[config.mk]
export PLATFORM = sky130hd
export DESIGN_NAME = fmul_share_arb_flat
export DESIGN_NICKNAME = d
export VERILOG_FILES = /design/src/rtl/fmul_share_arb_pkg.sv /design/src/rtl/fmul_share_arb_if.sv /design/src/rtl/fmul_rsp_fifo.sv /design/src/rtl/fmul_share_arb.sv /design/src/flat_wrapper.sv
export SDC_FILE = /design/constraint.sdc
export NUM_CORES = 1
export LEC_CHECK = 0
export BUFFER_PORTS_ARGS = -buffer_cell sky130_fd_sc_hd__buf_2
export CAP_MARGIN = 40
export CELL_PAD_IN_SITES_DETAIL_PLACEMENT = 1
export CELL_PAD_IN_SITES_GLOBAL_PLACEMENT = 1
export CORE_UTILIZATION = 30
export DETAILED_ROUTE_END_ITERATION = 8
export MAX_ROUTING_LAYER = met4
export PLACE_DENSITY_LB_ADDON = 0.25
export SLEW_MARGIN = 20
export SYNTH_ARGS = -nofsm -noshare
export SYNTH_HDL_FRONTEND = slang
export SYNTH_SLANG_ARGS = --single-unit
[constraint.sdc]
create_clock -name clk -period 9.95 [get_ports clk]
set_clock_uncertainty 0.1 [all_clocks]
set_input_delay 0.4975 -clock clk [delete_from_list [all_inputs] [get_ports clk]]
set_output_delay 0.4975 -clock clk [all_outputs]
set_load 0.02 [all_outputs]
[src/rtl/fmul_share_arb_pkg.sv]
// fmul_share_arb_pkg: shared constants and helpers for the shared FP multiplier arbiter.
package fmul_share_arb_pkg;
    localparam int FLEN = 64;
    localparam int NE = 11;
    function automatic int id_w(input int n);
        return (n > 2) ? $clog2(n) : 1;
    endfunction
endpackage

[src/rtl/fmul_share_arb_if.sv]
// fmul_share_arb_if: requester, response and multiplier-side signals of the shared multiplier arbiter.
interface fmul_share_arb_if
    import fmul_share_arb_pkg::*;
#(
    parameter int N = 2,
    parameter int FLEN = fmul_share_arb_pkg::FLEN
);
    logic [N-1:0] req_vld, req_rdy, rsp_vld, rsp_rdy;
    logic [N*FLEN-1:0] req_a, req_b, rsp_res;
    logic mul_up_vld, mul_down_vld, mul_err;
    logic [FLEN-1:0] mul_a, mul_b, mul_res;
    modport master (
        output req_vld, req_a, req_b, rsp_rdy, mul_down_vld, mul_res,
        input req_rdy, rsp_vld, rsp_res, mul_up_vld, mul_a, mul_b, mul_err
    );
    modport slave (
        input req_vld, req_a, req_b, rsp_rdy, mul_down_vld, mul_res,
        output req_rdy, rsp_vld, rsp_res, mul_up_vld, mul_a, mul_b, mul_err
    );
endinterface

[src/rtl/fmul_rsp_fifo.sv]
// fmul_rsp_fifo: per-requester result FIFO; head is read straight from the storage registers.
module fmul_rsp_fifo
    import fmul_share_arb_pkg::*;
#(
    parameter int W = FLEN,
    parameter int DEPTH = 4
) (
    input  logic         clk,
    input  logic         rst,
    input  logic         push,
    input  logic         pop,
    input  logic [W-1:0] din,
    output logic [W-1:0] head,
    output logic         empty,
    output logic         full
);
    localparam int AW = $clog2(DEPTH);
    logic [W-1:0] mem [DEPTH];
    logic [AW-1:0] wp, rp;
    logic [AW:0] cnt;
    logic do_push, do_pop;
    assign do_push = push & ~full;
    assign do_pop = pop & ~empty;
    assign empty = cnt == '0;
    assign full = cnt == (AW+1)'(DEPTH);
    assign head = mem[rp];
    always_ff @(posedge clk)
        if (do_push) mem[wp] <= din;
    always_ff @(posedge clk) begin
        if (rst) begin
            wp <= '0;
            rp <= '0;
            cnt <= '0;
        end else begin
            wp <= do_push ? wp + 1'b1 : wp;
            rp <= do_pop ? rp + 1'b1 : rp;
            cnt <= cnt + (AW+1)'(do_push) - (AW+1)'(do_pop);
        end
    end
endmodule

[src/rtl/fmul_share_arb.sv]
// fmul_share_arb: round-robin sharing of one fixed-latency pipelined FP multiplier among N requesters,
// with a tag pipeline steering results into credit-protected per-requester response FIFOs.
module fmul_share_arb
    import fmul_share_arb_pkg::*;
#(
    parameter int FLEN = fmul_share_arb_pkg::FLEN,
    parameter int N = 2,
    parameter int MUL_LAT = 3,
    parameter int RSP_DEPTH = 4
) (
    input logic clk,
    input logic rst,
    fmul_share_arb_if.slave bus
);
    localparam int IDW = id_w(N);
    localparam int CW = $clog2(RSP_DEPTH + 1);
    localparam int QW = $clog2(MUL_LAT + 1);
    logic [IDW-1:0] ptr, gid, j;
    logic [N-1:0] elig, grant, push, pop, full, empty;
    logic [CW-1:0] cnt [N];
    logic tv [MUL_LAT];
    logic [IDW-1:0] tid [MUL_LAT];
    logic [QW-1:0] quiet;
    logic found, err;
    always_comb begin
        found = 1'b0;
        grant = '0;
        gid = ptr;
        j = '0;
        elig = '0;
        for (int i = 0; i < N; i++)
            elig[i] = bus.req_vld[i] & ~full[i] & ~rst & (cnt[i] < CW'(RSP_DEPTH));
        for (int k = 1; k <= N; k++) begin
            j = IDW'((int'(ptr) + k) % N);
            if (!found && elig[j]) begin
                found = 1'b1;
                grant[j] = 1'b1;
                gid = j;
            end
        end
    end
    assign bus.req_rdy = grant;
    assign bus.mul_up_vld = |grant;
    assign bus.mul_a = bus.req_a[gid*FLEN +: FLEN];
    assign bus.mul_b = bus.req_b[gid*FLEN +: FLEN];
    assign bus.rsp_vld = ~empty;
    assign bus.mul_err = err;
    always_ff @(posedge clk) begin
        if (rst) ptr <= IDW'(N - 1);
        else if (|grant) ptr <= gid;
    end
    always_ff @(posedge clk) begin
        if (rst) begin
            for (int k = 0; k < MUL_LAT; k++) begin
                tv[k] <= 1'b0;
                tid[k] <= '0;
            end
        end else begin
            tv[0] <= |grant;
            tid[0] <= gid;
            for (int k = 1; k < MUL_LAT; k++) begin
                tv[k] <= tv[k-1];
                tid[k] <= tid[k-1];
            end
        end
    end
    // Results of work issued before reset can still emerge for MUL_LAT-1 cycles; they are not errors.
    always_ff @(posedge clk) begin
        if (rst) begin
            err <= 1'b0;
            quiet <= QW'(MUL_LAT - 1);
        end else begin
            if (quiet != '0) quiet <= quiet - 1'b1;
            if (quiet == '0 && bus.mul_down_vld != tv[MUL_LAT-1]) err <= 1'b1;
        end
    end
    for (genvar g = 0; g < N; g++) begin : g_rsp
        assign pop[g] = bus.rsp_vld[g] & bus.rsp_rdy[g];
        assign push[g] = tv[MUL_LAT-1] && tid[MUL_LAT-1] == IDW'(g);
        always_ff @(posedge clk) begin
            if (rst) cnt[g] <= '0;
            else cnt[g] <= cnt[g] + CW'(grant[g]) - CW'(pop[g]);
        end
        fmul_rsp_fifo #(.W(FLEN), .DEPTH(RSP_DEPTH)) u_fifo (
            .clk(clk),
            .rst(rst),
            .push(push[g]),
            .pop(pop[g]),
            .din(bus.mul_res),
            .head(bus.rsp_res[g*FLEN +: FLEN]),
            .empty(empty[g]),
            .full(full[g])
        );
    end
endmodule
[src/flat_wrapper.sv]
// flat-port wrapper written by rule: the top's interface ports become plain ports
module fmul_share_arb_flat import fmul_share_arb_pkg::*;
#(
    parameter int FLEN = fmul_share_arb_pkg::FLEN,
    parameter int N = 2,
    parameter int MUL_LAT = 3,
    parameter int RSP_DEPTH = 4
)
  (clk, rst, bus_req_vld, bus_req_a, bus_req_b, bus_rsp_rdy, bus_mul_down_vld, bus_mul_res, bus_req_rdy, bus_rsp_vld, bus_rsp_res, bus_mul_up_vld, bus_mul_a, bus_mul_b, bus_mul_err);
  fmul_share_arb_if #(.N(N), .FLEN(FLEN)) bus_i ();
  input logic clk;
  input logic rst;
  input wire logic [$bits(bus_i.req_vld)-1:0] bus_req_vld;
  input wire logic [$bits(bus_i.req_a)-1:0] bus_req_a;
  input wire logic [$bits(bus_i.req_b)-1:0] bus_req_b;
  input wire logic [$bits(bus_i.rsp_rdy)-1:0] bus_rsp_rdy;
  input wire logic [$bits(bus_i.mul_down_vld)-1:0] bus_mul_down_vld;
  input wire logic [$bits(bus_i.mul_res)-1:0] bus_mul_res;
  output wire logic [$bits(bus_i.req_rdy)-1:0] bus_req_rdy;
  output wire logic [$bits(bus_i.rsp_vld)-1:0] bus_rsp_vld;
  output wire logic [$bits(bus_i.rsp_res)-1:0] bus_rsp_res;
  output wire logic [$bits(bus_i.mul_up_vld)-1:0] bus_mul_up_vld;
  output wire logic [$bits(bus_i.mul_a)-1:0] bus_mul_a;
  output wire logic [$bits(bus_i.mul_b)-1:0] bus_mul_b;
  output wire logic [$bits(bus_i.mul_err)-1:0] bus_mul_err;
  assign bus_i.req_vld = bus_req_vld;
  assign bus_i.req_a = bus_req_a;
  assign bus_i.req_b = bus_req_b;
  assign bus_i.rsp_rdy = bus_rsp_rdy;
  assign bus_i.mul_down_vld = bus_mul_down_vld;
  assign bus_i.mul_res = bus_mul_res;
  assign bus_req_rdy = bus_i.req_rdy;
  assign bus_rsp_vld = bus_i.rsp_vld;
  assign bus_rsp_res = bus_i.rsp_res;
  assign bus_mul_up_vld = bus_i.mul_up_vld;
  assign bus_mul_a = bus_i.mul_a;
  assign bus_mul_b = bus_i.mul_b;
  assign bus_mul_err = bus_i.mul_err;
  fmul_share_arb #(.FLEN(FLEN), .N(N), .MUL_LAT(MUL_LAT), .RSP_DEPTH(RSP_DEPTH)) u_core (.clk(clk), .rst(rst), .bus(bus_i));
endmodule
### Word level (Yosys, flattened, before mapping)

Memory sizes are Yosys's and may differ from the RTL's. A register that Yosys moved wholly into a read port is not among the register bits.
Cells that the tools add are included.

| storage, ports and cells | value |
|---|---|
| output and inout port bits | 262 |
| memory bits (writable) | 524 |
| bits of input ports | 327 |
| bits in registers | 18 |
| memories kept | 5 |

| operators by class | value |
|---|---|
| bitwise logic cells | 28 |
| reductions and logical operators | 12 |
| equality and inequality tests | 3 |
| add/sub/neg operators | 15 |
| $lt $le $gt $ge | 6 |
| shift-type cells | 2 |
| multiplexer cells | 32 |

Memory list:

| memory | words | width | read ports | clocked after Yosys merged registers in | wr ports | RTL line | source |
|---|---|---|---|---|---|---|---|
| u_core.g_rsp[0].u_fifo.mem | 4 | 64 | 1 | 1 | 1 | fmul_rsp_fifo.sv:18 | `logic [W-1:0] mem [DEPTH];` |
| u_core.g_rsp[1].u_fifo.mem | 4 | 64 | 1 | 1 | 1 | fmul_rsp_fifo.sv:18 |  |
| u_core.cnt | 2 | 3 | 2 | 0 | 2 | fmul_share_arb.sv:20 | `logic [CW-1:0] cnt [N];` |
| u_core.tid | 3 | 1 | 3 | 0 | 3 | fmul_share_arb.sv:22 | `logic [IDW-1:0] tid [MUL_LAT];` |
| u_core.tv | 3 | 1 | 3 | 0 | 3 | fmul_share_arb.sv:21 | `logic tv [MUL_LAT];` |

Operators with widths:

| operator | count |
|---|---|
| indexed part select 128 x 8 -> 64 bit | 2 |
| two-way mux 1 bit | 22 |
| adder 3 x 1 -> 3 bit | 4 |
| bitwise AND 1 bit | 12 |
| two-way mux 2 bit | 6 |
| subtractor 3 x 1 -> 3 bit | 4 |
| adder 2 x 1 -> 2 bit (second input constant) | 4 |
| bitwise OR 1 bit | 8 |
| equality test 3 bit (second input constant) | 2 |
| logical AND 1 bit | 6 |
| logical NOT 3 bit | 2 |
| < comparator 3 bit (second input constant) | 2 |
| two-way mux 3 bit | 2 |
| NOT 1 bit | 6 |
| < comparator 1 x 2 -> 1 bit (second input constant) | 2 |
| adder 1 bit (second input constant) | 2 |
| demux 1 bit (select 1 bit) | 2 |
| >= comparator 1 bit (second input constant) | 2 |
| logical NOT 2 bit | 1 |
| NOT 2 bit | 1 |
| bitwise OR 2 bit | 1 |
| nonzero test 2 bit | 1 |
| OR reduction 2 bit | 1 |
| subtractor 2 x 1 -> 2 bit (second input constant) | 1 |
| 2 further kinds | 2 |

### Longest topological paths before layout

| logic depth | value |
|---|---|
| depth after elaboration | 14 |
| depth in mapped cells | 10 |

### Cells and area by module

A second synthesis with hierarchy kept.

| second synthesis, totals | value |
|---|---|
| cells, all modules | 984 |
| area total of the unflattened synthesis | 22231.3 µm² |

By module, submodules not included:

| module | instances | cells each | sequential area each (µm²) | area each (µm²) |
|---|---|---|---|---|
| fmul_rsp_fifo | 2 | 385 | 7867.5 | 9781.9 |
| fmul_share_arb | 1 | 214 | 320.3 | 2667.6 |

### Least setup slack after synthesis

OpenSTA, ideal clock, no wires.

| timing | value |
|---|---|
| path type | flip-flop to flip-flop |
| start | register u_core.g_rsp[0].u_fifo.cnt[2] |
| end | memory u_core.g_rsp[0].u_fifo.mem[0][0] (netlist bit), enable pin |
| stages on the path, launching flop included | 4 |
| data arrival time | 2.584 ns |
| period minus slack after synthesis | 3.113 ns |
| library setup time | 0.429 ns |
| slack | 6.837 ns |
| cell sequence | dfxtp_1 > nor3b_1 > nor3b_1 > and2_1 |

| between the ends | value |
|---|---|
| word-level cells in the longest chain between the ends | 5 |

Ends and longest elaborated chain:

| what | RTL line | source |
|---|---|---|
| from (decl) | fmul_rsp_fifo.sv:20 | `logic [AW:0] cnt;` |
| from (signal assigned) | fmul_rsp_fifo.sv:37 | `cnt <= cnt + (AW+1)'(do_push) - (AW+1)'(do_pop);` |
| equality test 3 bit | fmul_rsp_fifo.sv:25 | `assign full = cnt == (AW+1)'(DEPTH);` |
| NOT 1 bit | fmul_rsp_fifo.sv:22 | `assign do_push = push & ~full;` |
| bitwise AND 1 bit | fmul_rsp_fifo.sv:22 |  |
| two-way mux 1 bit | fmul_rsp_fifo.sv:28 | `if (do_push) mem[wp] <= din;` |
| two-way mux 1 bit (implied by the code) | fmul_rsp_fifo.sv:28 |  |
| to (decl) | fmul_rsp_fifo.sv:18 |  |

Every way passes these cells.

### Worst setup path in the final report

| timing | value |
|---|---|
| start | register u_core.g_rsp[1].u_fifo.cnt[2] |
| end | output port bus_mul_b[51] |

| between the ends | value |
|---|---|
| word-level cells in the longest chain between the ends | 12 |

Ends and longest elaborated chain:

| what | RTL line | source |
|---|---|---|
| from (decl) | fmul_rsp_fifo.sv:20 |  |
| from (signal assigned) | fmul_rsp_fifo.sv:37 |  |
| equality test 3 bit * | fmul_rsp_fifo.sv:25 |  |
| NOT 1 bit * | fmul_share_arb.sv:32 | `elig[i] = bus.req_vld[i] & ~full[i] & ~rst & (cnt[i] < CW'(RSP_DEPTH));` |
| bitwise AND 1 bit * (3 in series) | fmul_share_arb.sv:32 |  |
| two-way mux 1 bit (implied by the code) (2 in series) | fmul_share_arb.sv:35 | `if (!found && elig[j]) begin` |
| two-way mux 1 bit | fmul_share_arb.sv:35 |  |
| logical NOT 1 bit | fmul_share_arb.sv:35 |  |
| logical AND 1 bit | fmul_share_arb.sv:35 |  |
| two-way mux 1 bit * | fmul_share_arb.sv:35 |  |
| indexed part select 128 x 8 -> 64 bit * | fmul_share_arb.sv:45 | `assign bus.mul_b = bus.req_b[gid*FLEN +: FLEN];` |
| to (decl) | flat_wrapper.sv:24 | `output wire logic [$bits(bus_i.mul_b)-1:0] bus_mul_b;` |

Mark *: on every way between the ends. The rest lies on a longest branch, timed or not. The select of a mux whose other input is x is not followed.

==> key figures <==
Logic synthesis
  – Top_reg_cell synth: edfxtp_1
  – Seq/Total Area, Yosys: 0.7451
  – Synth Net Count: 1319
  – Most frequent cells after synthesis: edfxtp_1, mux4_2, mux2_1
  – Yosys cell types: 30
  – Synth top area cells: edfxtp_1, mux4_2, mux2_1
  – Mapped Avg Cell Area: 22.19 um2
  – Syn Std Cell Area: 21550 um2
  – Most common cell in the netlist: edfxtp_1
  – Area leader, netlist: edfxtp_1
  – Post-Syn Instances: 971
  – Register bit total from synthesis: 546
  – Ys async rst share: 0
  – Area share of the largest cell type after synthesis: 0.7135
  – EDFF count, synth: 512
  – YS warnings: 0

STA
  – Slew @ Worst Pin: 851.8 ps
  – Pins over their slew limit: 0
  – RSZ-0062 raised after global routing: false
  – Final setup fails: 0
  – Setup tns final: 0 ps
  – Post-layout min period: 4334 ps
  – Relative max-transition margin: 0.4321
  – WHS: 72.36 ps
  – Fin crit share: 0.4356
  – Max frequency: 0.2307 GHz
  – Hold violation count in the final report: 0

GRT
  – Largest net degree at the start of global routing: 58
  – Initial antenna violation count: 24
  – All-Layer GR Usage: 0.1733
  – First-pass GRT wire length: 89730 um
  – Number of global-route vias before repair: 13.11k
  – Met3 Use GR: 0.03956
  – Top Usage Layer GRT: met2
  – GRT met1 Usage: 0.2072
  – GRT Residual Overflow: 0
  – GR Util met2: 0.2873

Layout
  – Final #Nets: 1947
  – Share of layout cells above drive strength 1: 0.5232
  – Layout Utilization: 0.3902
  – Design area: 27520 um2
  – P&R area growth vs syn: 27.69%

Worst setup path
  – WP data required: 9350 ps
  – Crit-path cells: nor3b_1 -> and3b_1 -> mux2i_4 -> buf_4 -> buf_4 -> buf_16 -> mux2_1 -> buf_2
  – WS Path Type: reg -> out
  – Startpoint Class: register
  – Cell with the most instances on the worst path: buf_4
  – R2R Path End: u_core.g_rsp[1].u_fifo.mem[1][7]
  – Crit path arrival time: 3740 ps
  – Flop2flop setup slack: 7230 ps
  – Setup crit end kind: primary output
  – RR Startpoint: u_core.g_rsp[1].u_fifo.cnt[2]
  – Highest net fanout along the worst path: 57
  – CP max-delay cell: buf_4
  – CP startpoint: u_core.g_rsp[1].u_fifo.cnt[2]
  – Reg2reg path depth: 5
  – Setup crit end: bus_mul_b[51]
  – Max incr delay on CP: 520 ps

Clock tree
  – Clock sinks: 546
  – Clk slew on worst S/H paths: 60 ps
  – CTS H-tree lvls: 2
  – CTS Hold Bufs: 0
  – CTS tree: yes
  – CTS buffer count: 56
  – Clock Latency Late Sink: 590 ps
  – CTS root buf: clkbuf_16
  – PostCTS Resize Cnt: 0
  – Bufs on Longest Clock Path: 3
  – Setup Buffers After CTS: 0

Place
  – DP HPWL: 44340 um
  – Port buffer count: 588
  – RD Place Congestion: 1.224
  – Post-DP Area: 25840 um2

Min path
  – Hold Path Class: in -> reg
  – HP Start: bus_mul_res[22]
  – Worst hold stages: 1

Run
  – Total of max-cap violations: 0

Floorplanning
  – Placeable core region: 70510 um2
  – # rows: 97
  – Die area: 72900 um2
  – IO Pins: 589
  – Die extent in y: 270.0 um
  – Starting Density: 0.3056
  – Die Width: 270.0 um

Power
  – Max rail drop VDD: 0.1204 mV
  – PD cells: 230.9 nW/um2
  – P_leak: 9.806 nW

Routing
  – Detail Route Antenna Nets: 0
  – Via density: 4.640
  – Total Wirelength: 62010 um
  – # DRC: 0
  – First-pass iteration count of the detailed router: 4
  – Routed vias: 12.04k
  – 1st-iter DRT viols: 688
  – WL/cell: 23.90 um

Run status
  – Status: finished, final reports clean
where the power goes:
| group | internal (W) | total [W] | switching [W] |
|---|---|---|---|
| clock | 0.00106 | 0.00190 | 0.000837 |
| sequential | 0.00258 | 0.00267 | 0.0000864 |
| combinational | 0.000777 | 0.00179 | 0.00101 |
| total | 0.00442 | 0.00635 | 0.00193 |
state kept, by name, indices dropped and copies added, names as in the netlist, named ones only:
name and cells:
u_core.g_rsp.u_fifo.rp 4, u_core.ptr 1, u_core.g_rsp.u_fifo.cnt 6, u_core.bus.mul_err 1, u_core.tv 3, u_core.g_rsp.u_fifo.mem 512
u_core.cnt 6, u_core.tid 3, u_core.g_rsp.u_fifo.wp 4, u_core.quiet 2
worst min-delay path by stage:
stage,to
final,u_core.g_rsp[1].u_fifo.mem[1][22]
after CTS,u_core.g_rsp[1].u_fifo.mem[1][22]
after floorplan,u_core.tid[0][1]
after global placement,u_core.tid[0][1]
after global routing,u_core.g_rsp[1].u_fifo.mem[0][22]
after detailed placement,u_core.tv[0][2]
cell usage in the layout (no fill, tap or decap), types with 12 or more instances in the layout:
cell type,count
inv_1,23
nor2_1,19
clkbuf_1,15
xnor2_1,12
diode_2,16
mux4_2,128
edfxtp_1,512
mux2_2,30
buf_2,589
nor2b_1,12
ha_1,17
clkbuf_16,56
buf_4,14
dfxtp_1,30
clkinv_1,13
mux2_1,98
layout make-up:
cell class	instances	area, um2
antenna	16	40.04
clock buffer	72	1471
clock inverter	25	160.2
fill	7075	43000
inverter	23	86.33
multi-input combinational	357	5165
sequential	546	16070
tap	940	1176
timing repair buffer	615	3346
routing by layer:
layer / up-vias / share of wire
met3: 95 / 0.066
met5: - / 0
met4: 0 / 0.031
li1: 5254 / -
met2: 478 / 0.51
met1: 6210 / 0.40
per-stage QoR:
| step | worst slack [ps] | instances | power [W] |
|---|---|---|---|
| after floorplan | 6837 | 971 | 0.003905 |
| after global placement | 5783 | 2468 | 0.004485 |
| after detailed placement | 5839 | 2481 | 0.004540 |
| after CTS | 5574 | 2578 | 0.006461 |
| after global routing | 5376 | 2591 | 0.006625 |
| final | 5616 | 2594 | 0.006353 |
worst max-delay path: cells and delay by family (launching register included):
kind | cells | cell delay, ps
DFF | 1 | 370
muxes | 2 | 520
and+or+nand+nor | 2 | 720
buffers and inverters | 4 | 1430
cell families after synthesis:
| group | count (synthesis) | synth area share |
|---|---|---|
| DFF | 546 | 0.7451 |
| AOI/OAI and AO/OA | 8 | 0.002497 |
| and+or+nand+nor | 52 | 0.01306 |
| buffers and inverters | 68 | 0.01655 |
| xor gates and xnor gates | 16 | 0.006503 |
| muxes | 260 | 0.2027 |
| adders and majority gates | 21 | 0.01359 |
(Power assumes the default switching activity.)
